File: config.mk
export PLATFORM = sky130hd
export DESIGN_NAME = spectrum_band_meter
export DESIGN_NICKNAME = d
export VERILOG_FILES = /design/src/rtl/spectrum_band_meter.sv
export SDC_FILE = /design/constraint.sdc
export NUM_CORES = 1
export LEC_CHECK = 0
export BUFFER_PORTS_ARGS = -buffer_cell sky130_fd_sc_hd__buf_4
export CAP_MARGIN = 20
export CORE_ASPECT_RATIO = 1.1
export CORE_MARGIN = 2
export CORE_UTILIZATION = 40
export DETAILED_ROUTE_END_ITERATION = 8
export GPL_ROUTABILITY_DRIVEN = 0
export GPL_TIMING_DRIVEN = 0
export HOLD_SLACK_MARGIN = 0.12
export PLACE_DENSITY = 0.64
export RECOVER_POWER = 50
export SKIP_LAST_GASP = 1
export SYNTH_ARGS = -nofsm -noshare
export SYNTH_HDL_FRONTEND = slang
export SYNTH_SLANG_ARGS = --single-unit
File: constraint.sdc
create_clock -name clk -period 7.4 [get_ports clk]
set_input_delay 1.85 -clock clk [delete_from_list [all_inputs] [get_ports clk]]
set_output_delay 1.85 -clock clk [all_outputs]
set_load 0.05 [all_outputs]
File: src/rtl/spectrum_band_meter.sv
// spectrum_band_meter: acquisition strobe, per-band peak fold, live/peak-hold display and LED thermometer
module spectrum_band_meter #(
   parameter int DATA_W        = 8,
   parameter int ADDR_W        = 10,
   parameter int N_BANDS       = 16,
   parameter int BINS_PER_BAND = 32,
   parameter int PRESC         = 2500000,
   parameter int HOLD_FRAMES   = 5,
   parameter int DECAY_STEP    = 1
) (
   input  logic                         clk,
   input  logic                         reset_n,
   input  logic                         sample_valid,
   input  logic [ADDR_W-1:0]            sample_addr,
   input  logic [DATA_W-1:0]            sample_data,
   input  logic                         mode,
   input  logic [$clog2(N_BANDS)-1:0]   band_sel,
   output logic                         frame_start,
   output logic [N_BANDS*DATA_W-1:0]    level_out,
   output logic                         levels_valid,
   output logic [15:0]                  led_bar
);
   localparam int BW = $clog2(N_BANDS);
   localparam int BB = $clog2(BINS_PER_BAND);
   localparam int CW = (PRESC < 2) ? 1 : $clog2(PRESC);
   localparam int HW = (HOLD_FRAMES < 1) ? 1 : $clog2(HOLD_FRAMES + 1);
   localparam logic [DATA_W-1:0] STEP      = DATA_W'(DECAY_STEP);
   localparam logic [HW-1:0]     HOLD_INIT = HW'(HOLD_FRAMES);
   localparam logic [ADDR_W:0]   N_BINS    = (ADDR_W+1)'(N_BANDS * BINS_PER_BAND);
   localparam logic [CW-1:0]     CNT_LAST  = CW'(PRESC - 1);
   localparam logic [BW-1:0]     IDX_LAST  = BW'(N_BANDS - 1);

   typedef enum logic [1:0] {COLLECT, UPDATE, LATCH} state_t;

   state_t              state_q;
   logic [CW-1:0]       cnt_q;
   logic                frame_start_q;
   logic                levels_valid_q;
   logic [BW-1:0]       idx_q;
   logic [DATA_W-1:0]   acc_q  [N_BANDS];
   logic [DATA_W-1:0]   acc_d  [N_BANDS];
   logic [DATA_W-1:0]   disp_q [N_BANDS];
   logic [HW-1:0]       hold_q [N_BANDS];
   logic [15:0]         led_q;
   logic [15:0]         led_d;
   logic [N_BANDS-1:0]  hit;
   logic [N_BANDS-1:0]  clr;
   logic                in_range;
   logic [BW-1:0]       s_band;
   logic [DATA_W-1:0]   cur_acc;
   logic [DATA_W-1:0]   cur_disp;
   logic [HW-1:0]       cur_hold;
   logic [DATA_W-1:0]   disp_d;
   logic [HW-1:0]       hold_d;
   logic [3:0]          led_v;
   logic                grow;

   assign in_range = {1'b0, sample_addr} < N_BINS;
   assign s_band   = sample_addr[BB +: BW];

   assign cur_acc  = acc_q[idx_q];
   assign cur_disp = disp_q[idx_q];
   assign cur_hold = hold_q[idx_q];
   assign grow     = cur_acc > cur_disp;

   // next display value and hold count for the band being updated this cycle
   always_comb begin
      disp_d = !mode ? cur_acc : grow ? cur_acc : (cur_hold != '0) ? cur_disp : (cur_disp > STEP) ? cur_disp - STEP : '0;
      hold_d = !mode ? '0 : grow ? HOLD_INIT : (cur_hold != '0) ? cur_hold - HW'(1) : '0;
   end

   // per-band running max; a band cleared this cycle restarts from the colliding sample
   always_comb begin
      for (int b = 0; b < N_BANDS; b++) begin
         hit[b]   = sample_valid && in_range && (s_band == BW'(b));
         clr[b]   = (state_q == UPDATE) && (idx_q == BW'(b));
         acc_d[b] = clr[b] ? (hit[b] ? sample_data : '0) : (hit[b] && sample_data > acc_q[b]) ? sample_data : acc_q[b];
      end
   end

   // accumulator registers
   always_ff @(posedge clk or negedge reset_n) begin
      if (!reset_n) begin
         for (int b = 0; b < N_BANDS; b++) acc_q[b] <= '0;
      end else begin
         for (int b = 0; b < N_BANDS; b++) acc_q[b] <= acc_d[b];
      end
   end

   // prescaler: frame_start is registered, one cycle per counter wrap
   always_ff @(posedge clk or negedge reset_n) begin
      if (!reset_n) begin
         cnt_q         <= '0;
         frame_start_q <= 1'b0;
      end else begin
         cnt_q         <= (cnt_q == CNT_LAST) ? '0 : cnt_q + CW'(1);
         frame_start_q <= (cnt_q == CNT_LAST);
      end
   end

   // frame FSM: walk every band once per frame, then pulse levels_valid
   always_ff @(posedge clk or negedge reset_n) begin
      if (!reset_n) begin
         state_q        <= COLLECT;
         idx_q          <= '0;
         levels_valid_q <= 1'b0;
         for (int b = 0; b < N_BANDS; b++) begin
            disp_q[b] <= '0;
            hold_q[b] <= '0;
         end
      end else begin
         levels_valid_q <= 1'b0;
         case (state_q)
            COLLECT: begin
               idx_q <= '0;
               if (frame_start_q) state_q <= UPDATE;
            end
            UPDATE: begin
               disp_q[idx_q] <= disp_d;
               hold_q[idx_q] <= hold_d;
               idx_q         <= idx_q + BW'(1);
               if (idx_q == IDX_LAST) begin
                  state_q        <= LATCH;
                  levels_valid_q <= 1'b1;
               end
            end
            default: state_q <= COLLECT;
         endcase
      end
   end

   assign led_v = disp_q[band_sel][DATA_W-1 -: 4];
   assign led_d = (16'd1 << led_v) - 16'd1;

   // thermometer of the selected band, top nibble sets the number of lit LEDs
   always_ff @(posedge clk or negedge reset_n) begin
      if (!reset_n) led_q <= '0;
      else led_q <= led_d;
   end

   for (genvar g = 0; g < N_BANDS; g++) begin : g_level
      assign level_out[g*DATA_W +: DATA_W] = disp_q[g];
   end

   assign frame_start  = frame_start_q;
   assign levels_valid = levels_valid_q;
   assign led_bar      = led_q;
endmodule

### After elaboration in Yosys (flattened, before gate mapping)

Cells that the tools add are included.
W data, S select, Z words.

| word-level totals | value |
|---|---|
| bits in registers | 350 |
| logic and storage cells | 270 |

| cells by class | value |
|---|---|
| $add $sub $neg | 5 |
| order comparisons | 22 |
| equality and inequality tests | 34 |
| shifts and indexed selects | 1 |
| muxes and demuxes | 80 |
| bitwise gates (word level) | 2 |
| reductions and logical operators | 72 |

Operator list:

| operator | number |
|---|---|
| $mux W8 | 59 |
| $gt A8 B8 Y1 | 17 |
| $bwmux W128 | 1 |
| $bmux W8 S4 | 3 |
| $eq A4 B4 Y1 const B | 16 |
| $logic_and A1 B1 Y1 | 50 |
| $bwmux W48 | 1 |
| $reduce_bool A2 Y1 | 17 |
| $demux W8 S4 | 1 |
| $eq A4 B3 Y1 const B | 8 |
| $add A22 B1 Y22 const B | 1 |
| $eq A22 B22 Y1 const B | 1 |
| $mux W22 | 1 |
| $mux W3 | 6 |
| $eq A4 B2 Y1 const B | 4 |
| $shl A1 B4 Y16 const A | 1 |
| $sub A16 B1 Y16 const B | 1 |
| $bmux W3 S4 | 1 |
| $demux W3 S4 | 1 |
| $ge A5 B5 Y1 const B | 2 |
| $lt A10 B10 Y1 const B | 1 |
| $not A4 Y5 | 2 |
| $eq A4 B1 Y1 const B | 2 |
| $gt A8 B1 Y1 const B | 1 |
| other kinds (15) | 18 |

### Depth between registers and ports, before layout

| depth | value |
|---|---|
| word-level depth | 10 |
| depth in mapped cells | 19 |
| mapped depth without buffers | 13 |

### Worst setup path after synthesis

No wires, ideal clock.

| timing path | value |
|---|---|
| path type | input to register |
| start point | input band_sel[0] |
| end point | register led_q[12] (netlist: led_bar[12]) |
| setup time | 137 ps |
| data arrival time | 4863 ps |
| data required time | 7263 ps |
| setup slack | 2399 ps |
| stages on the path | 13 |
| cell sequence | clkbuf_1 -> buf_2 -> mux4_2 -> mux4_2 -> or2_1 -> nor2_1 -> nand2_1 -> ha_1 -> clkbuf_1 -> clkinv_1 -> nor2_1 -> a31oi_1 -> o22ai_1 |

| on the way | value |
|---|---|
| longest elaborated chain between the ends | 6 |

Ends and longest elaborated chain:

| element | RTL line | RTL |
|---|---|---|
| start, declared | 17 | `input logic [$clog2(N_BANDS)-1:0] band_sel,` |
| $not A4 Y5 (implied by the code) | 132 | `assign led_v = disp_q[band_sel][DATA_W-1 -: 4];` |
| $bmux W8 S4 | 132 |  |
| $mux W8 (implied by the code) (2 in series) | 132 |  |
| $shl A1 B4 Y16 | 133 | `assign led_d = (16'd1 << led_v) - 16'd1;` |
| $sub A16 B1 Y16 | 133 |  |
| via led_d[12] | 45 | `logic [15:0] led_d;` |
| end signal, assigned | 138 | `else led_q <= led_d;` |
| end, declared | 44 | `logic [15:0] led_q;` |

The timed path passes the listed nets, and every way through them passes these cells. The select of a mux whose other input is x is not followed.
A chain may end at the register's enable or synchronous reset.

### Worst setup path in the final report

| timing path | value |
|---|---|
| start point | register idx_q[1] |
| end point | register disp_q, in the netlist level_out[70] |

| on the way | value |
|---|---|
| longest elaborated chain between the ends | 10 |
| elaborated cells on any way between the ends | 24 |

Ends and longest elaborated chain:

| element | RTL line | RTL |
|---|---|---|
| start, declared | 39 | `logic [BW-1:0] idx_q;` |
| start signal, assigned | 121 | `idx_q <= idx_q + BW'(1);` |
| $not A4 Y5 (implied by the code) * | - |  |
| $bmux W8 S4 | 62 | `assign cur_disp = disp_q[idx_q];` |
| $mux W8 (implied by the code) (2 in series) | 62 |  |
| $sub A8 B1 Y8 or $gt A8 B1 Y1 (tied branches) | 68 | `disp_d = !mode ? cur_acc : grow ? cur_acc : (cur_hold != '0) ? cur_disp : (cur_disp > STEP) ? cur_disp - STEP ...` |
| $mux W8 (4 in series) | 68 |  |
| $bwmux W128 * | 119 | `disp_q[idx_q] <= disp_d;` |
| end signal, assigned by index | 119 |  |
| end, declared | 42 | `logic [DATA_W-1:0] disp_q [N_BANDS];` |

Every way passes the cells marked *; elsewhere a longest branch is shown, timed or not. The select of a mux whose other input is x is not followed.

==> run_results.csv <==
group,metric,value,unit
sta,rsz0062_at_grt,"no",
layout,diodes,0,
routing,drc,0,
worst_setup_path,slowest_delay,0.57,ns
yosys,syn_area,20510,um^2
routing,wl_per_cell,23.99,um
yosys,async_reset_ff_share,100.0,%
routing,wl,65970,um
yosys,ys.flop_type,"dfrtp_1",
worst_setup_path,reg2reg_slack,0.99,ns
worst_setup_path,crit_fanout,10,
sta,period_needed,6.406,ns
die,io_pins,172,
worst_setup_path,worstSetupStartpoint,"idx_q[1]",
global_route,grt_overflow,0,
worst_setup_path,cp_slowest_cell,"mux4_2",
outcome,outcome,"complete, but fails checks",
clock_network,cts_tree,"yes",
routing,viasPerCell,5.873,
clock_network,path_clk_slew,0.06,ns
sta,fin_tns_setup,0,ns
yosys,synth_compound_area_share,7.697,%
worst_setup_path,crit_cells,19,
worst_setup_path,cp_num_buf_inv,8,
layout,syn2layout_area_growth,17.71,%
clock_network,clock-sinks,350,
worst_setup_path,required,7.92,ns
worst_setup_path,crit_family,"buffers and inverters",
outcome,violations,"max-capacitance violations, max-slew violations",
clock_network,ctsHtreeMaxLevel,2,
yosys,synth_top_family_by_area,"multiplexers",
die,core_area,50940,um^2
yosys,synth_fa_ha_area_share,8.905,%
worst_setup_path,crit_type,"reg -> reg",
yosys,synth_edf_count,0,
worst_setup_path,crit_path_start_kind,"flop",
clock_network,clock_latency,0.58,ns
worst_setup_path,timing.rr.start,"idx_q[1]",
clock_network,cts_buffers,41,
layout,nets,2225,
die,fp.dieW,219.9,um
yosys,synth_seq_area_share,42.69,%
die,die_area,53120,um^2
yosys,syn_inst,1833,
layout,final_area,24150,um^2
worst_setup_path,arrival,6.93,ns
hold_path,holdCritPathClass,"reg -> reg",
layout,drive_gt1_share,22.08,%
clock_network,clockRootBuffer,"clkbuf_16",
sta,slew_headroom,-100.8,%
yosys,synth-xor-area-share,1.067,%
worst_setup_path,worstPathCellList,"buf_2 -> buf_2 -> buf_4 -> buf_4 -> buf_4 -> buf_2 -> mux4_2 -> mux4_2 -> ha_1 -> a21oi_1 -> o21ai_0 -> mux2i_1 -> a21oi_1 -> nand2b_1 -> buf_1 -> nand2_1 -> o21ai_1 -> clkbuf_1 -> mux2_2",
pwr,ir_drop,182.7,uV
sta,slew_viol_final,351,
yosys,syn-mean-instance-area,11.19,um^2
global_route,grt_pass1_wl,100100,um
yosys,ys_warn_count,0,
worst_setup_path,crit_end,"level_out[70]",
placed_design,dpl.hpwl,46530,um
routing,detailedRoute.firstPassIterationCount,7,
sta,max_slew.worst_pin.slew,3.012,ns
sta,hold_ws,0.4652,ns
routing,ant_nets,0,
die,initial_utilization,40.27,%
clock_network,clock_path_buffers,3,
yosys,synthSimpleGateAreaFrac,11.42,%
pwr,leakage,11.68,nW
pwr,p_per_area,219.2,nW/um^2
layout,postLayoutCoreUtil,47.40,%
run,max_cap_viol_count,4,
routing,drt_first_iter_violations,1584,
sta,max_clock_freq,0.1561,GHz
die,die_h,241.5,um
yosys,synth.distinct_cells,69,
worst_setup_path,r2r_end,"level_out[70]",
global_route,grt_pass1_vias,16445,
routing,vias,16150,
yosys,synth_nets,2005,
global_route,grt_use_total,24.88,%
global_route,grt_max_degree,119,
placed_design,portBuffers,161,
worst_setup_path,rr_worst_depth,19,
sta,finClkSkew,0.03615,ns
sta,setup_violations,0,
placed_design,placed_area,22830,um^2
sta,final_hold_viol_count,0,
clock_network,post_cts_buffers,0,
worst_setup_path,worstSetupEndpointType,"flop",
sta,fin_crit_sh,86.57,%
global_route,antenna_found_initial,0,
die,fp-row-count,87,
yosys,ys_seq_elements,350,
yosys,yosys-mux-area-fraction,23.73,%
clock_network,ctsResizeCount,0,
pwr,finalPower,5.292,mW
clock_network,cts_hold_buf,0,
cells in the mapped netlist, types with 35 or more instances:
cell,number,area share (%)
o21ai_0,45,1.1
mux4_2,106,12
mux2i_1,123,6.0
ha_1,146,8.9
inv_1,142,2.6
o21ai_1,35,0.85
nand3_1,55,1.3
nand2_1,173,3.2
mux2_2,92,5.0
clkbuf_1,43,0.79
nor2_1,177,3.2
dfrtp_1,350,43
a21oi_1,47,1.1
cell usage in the layout, fill, tap and decap left out, types with 55 or more instances in the layout:
master	n
nand2_1	173
mux2i_1	123
buf_4	124
nand3_1	55
dfrtp_1	350
inv_1	143
ha_1	146
mux4_2	106
nor2_1	173
mux2_2	92
clkbuf_1	90
sequential cells by signal, summed over array words and instances (netlist names):
| name | cells |
|---|---|
| acc_q | 128 |
| cnt_q | 22 |
| frame_start | 1 |
| hold_q | 48 |
| idx_q | 4 |
| led_bar | 16 |
| level_out | 128 |
| levels_valid | 1 |
| state_q | 2 |
routing by layer:
| metal | track usage, % | part of all wire, % | vias up |
|---|---|---|---|
| li1 | - | - | 7012 |
| met1 | 32.25 | 40 | 8226 |
| met2 | 40.70 | 48 | 727 |
| met3 | 4.465 | 7.6 | 185 |
| met4 | 10.86 | 4.6 | 0 |
| met5 | 0 | 0 | - |
per-stage QoR:
stage               std cells  setup slack, ns
global route             2750           0.4583
CTS                      2748            1.105
detailed placement       2675            1.148
floorplan                1833            2.399
finish                   2750           0.9938
global placement         2661            1.101
cells by family after synthesis:
family                   count (synthesis)
AO/OA/AOI/OAI                          247
XOR/XNOR                                25
adder cells (fa/ha/maj)                146
buffers and inverters                  215
flip-flops                             350
multiplexers                           333
other                                    1
AND/OR/NAND/NOR                        516
area by class of cell:
cell class              instances  area, um^2
clock inverters                21       391.6
clock buffers                  52        1179
fillers                      4610       26800
well taps                     667       834.6
plain buffers                  69       367.9
multi-input cells            1268       10870
flip-flops and latches        350        8758
repair buffers                177        1199
inverters                     146       548.0
worst min path at each step:
| stage | slack [ns] | from | cells past startpoint | endpoint |
|---|---|---|---|---|
| after floorplan | 0.43 | cnt_q[0] | 1 | cnt_q[0] |
| after global placement | 0.45 | cnt_q[0] | 1 | cnt_q[0] |
| after detailed placement | 0.46 | hold_q[3] | 2 | hold_q[3] |
| after CTS | 0.47 | cnt_q[0] | 1 | cnt_q[0] |
| after global routing | 0.49 | cnt_q[0] | 1 | cnt_q[0] |
| final | 0.47 | cnt_q[0] | 1 | cnt_q[0] |
report_power, final:
part	internal, mW	switching (mW)	leakage (nW)
clock	1.51	0.850	0.781
sequential	2.04	0.125	4.28
combinational	0.326	0.447	6.61
No activity file was read; power rests on OpenSTA's default activity.
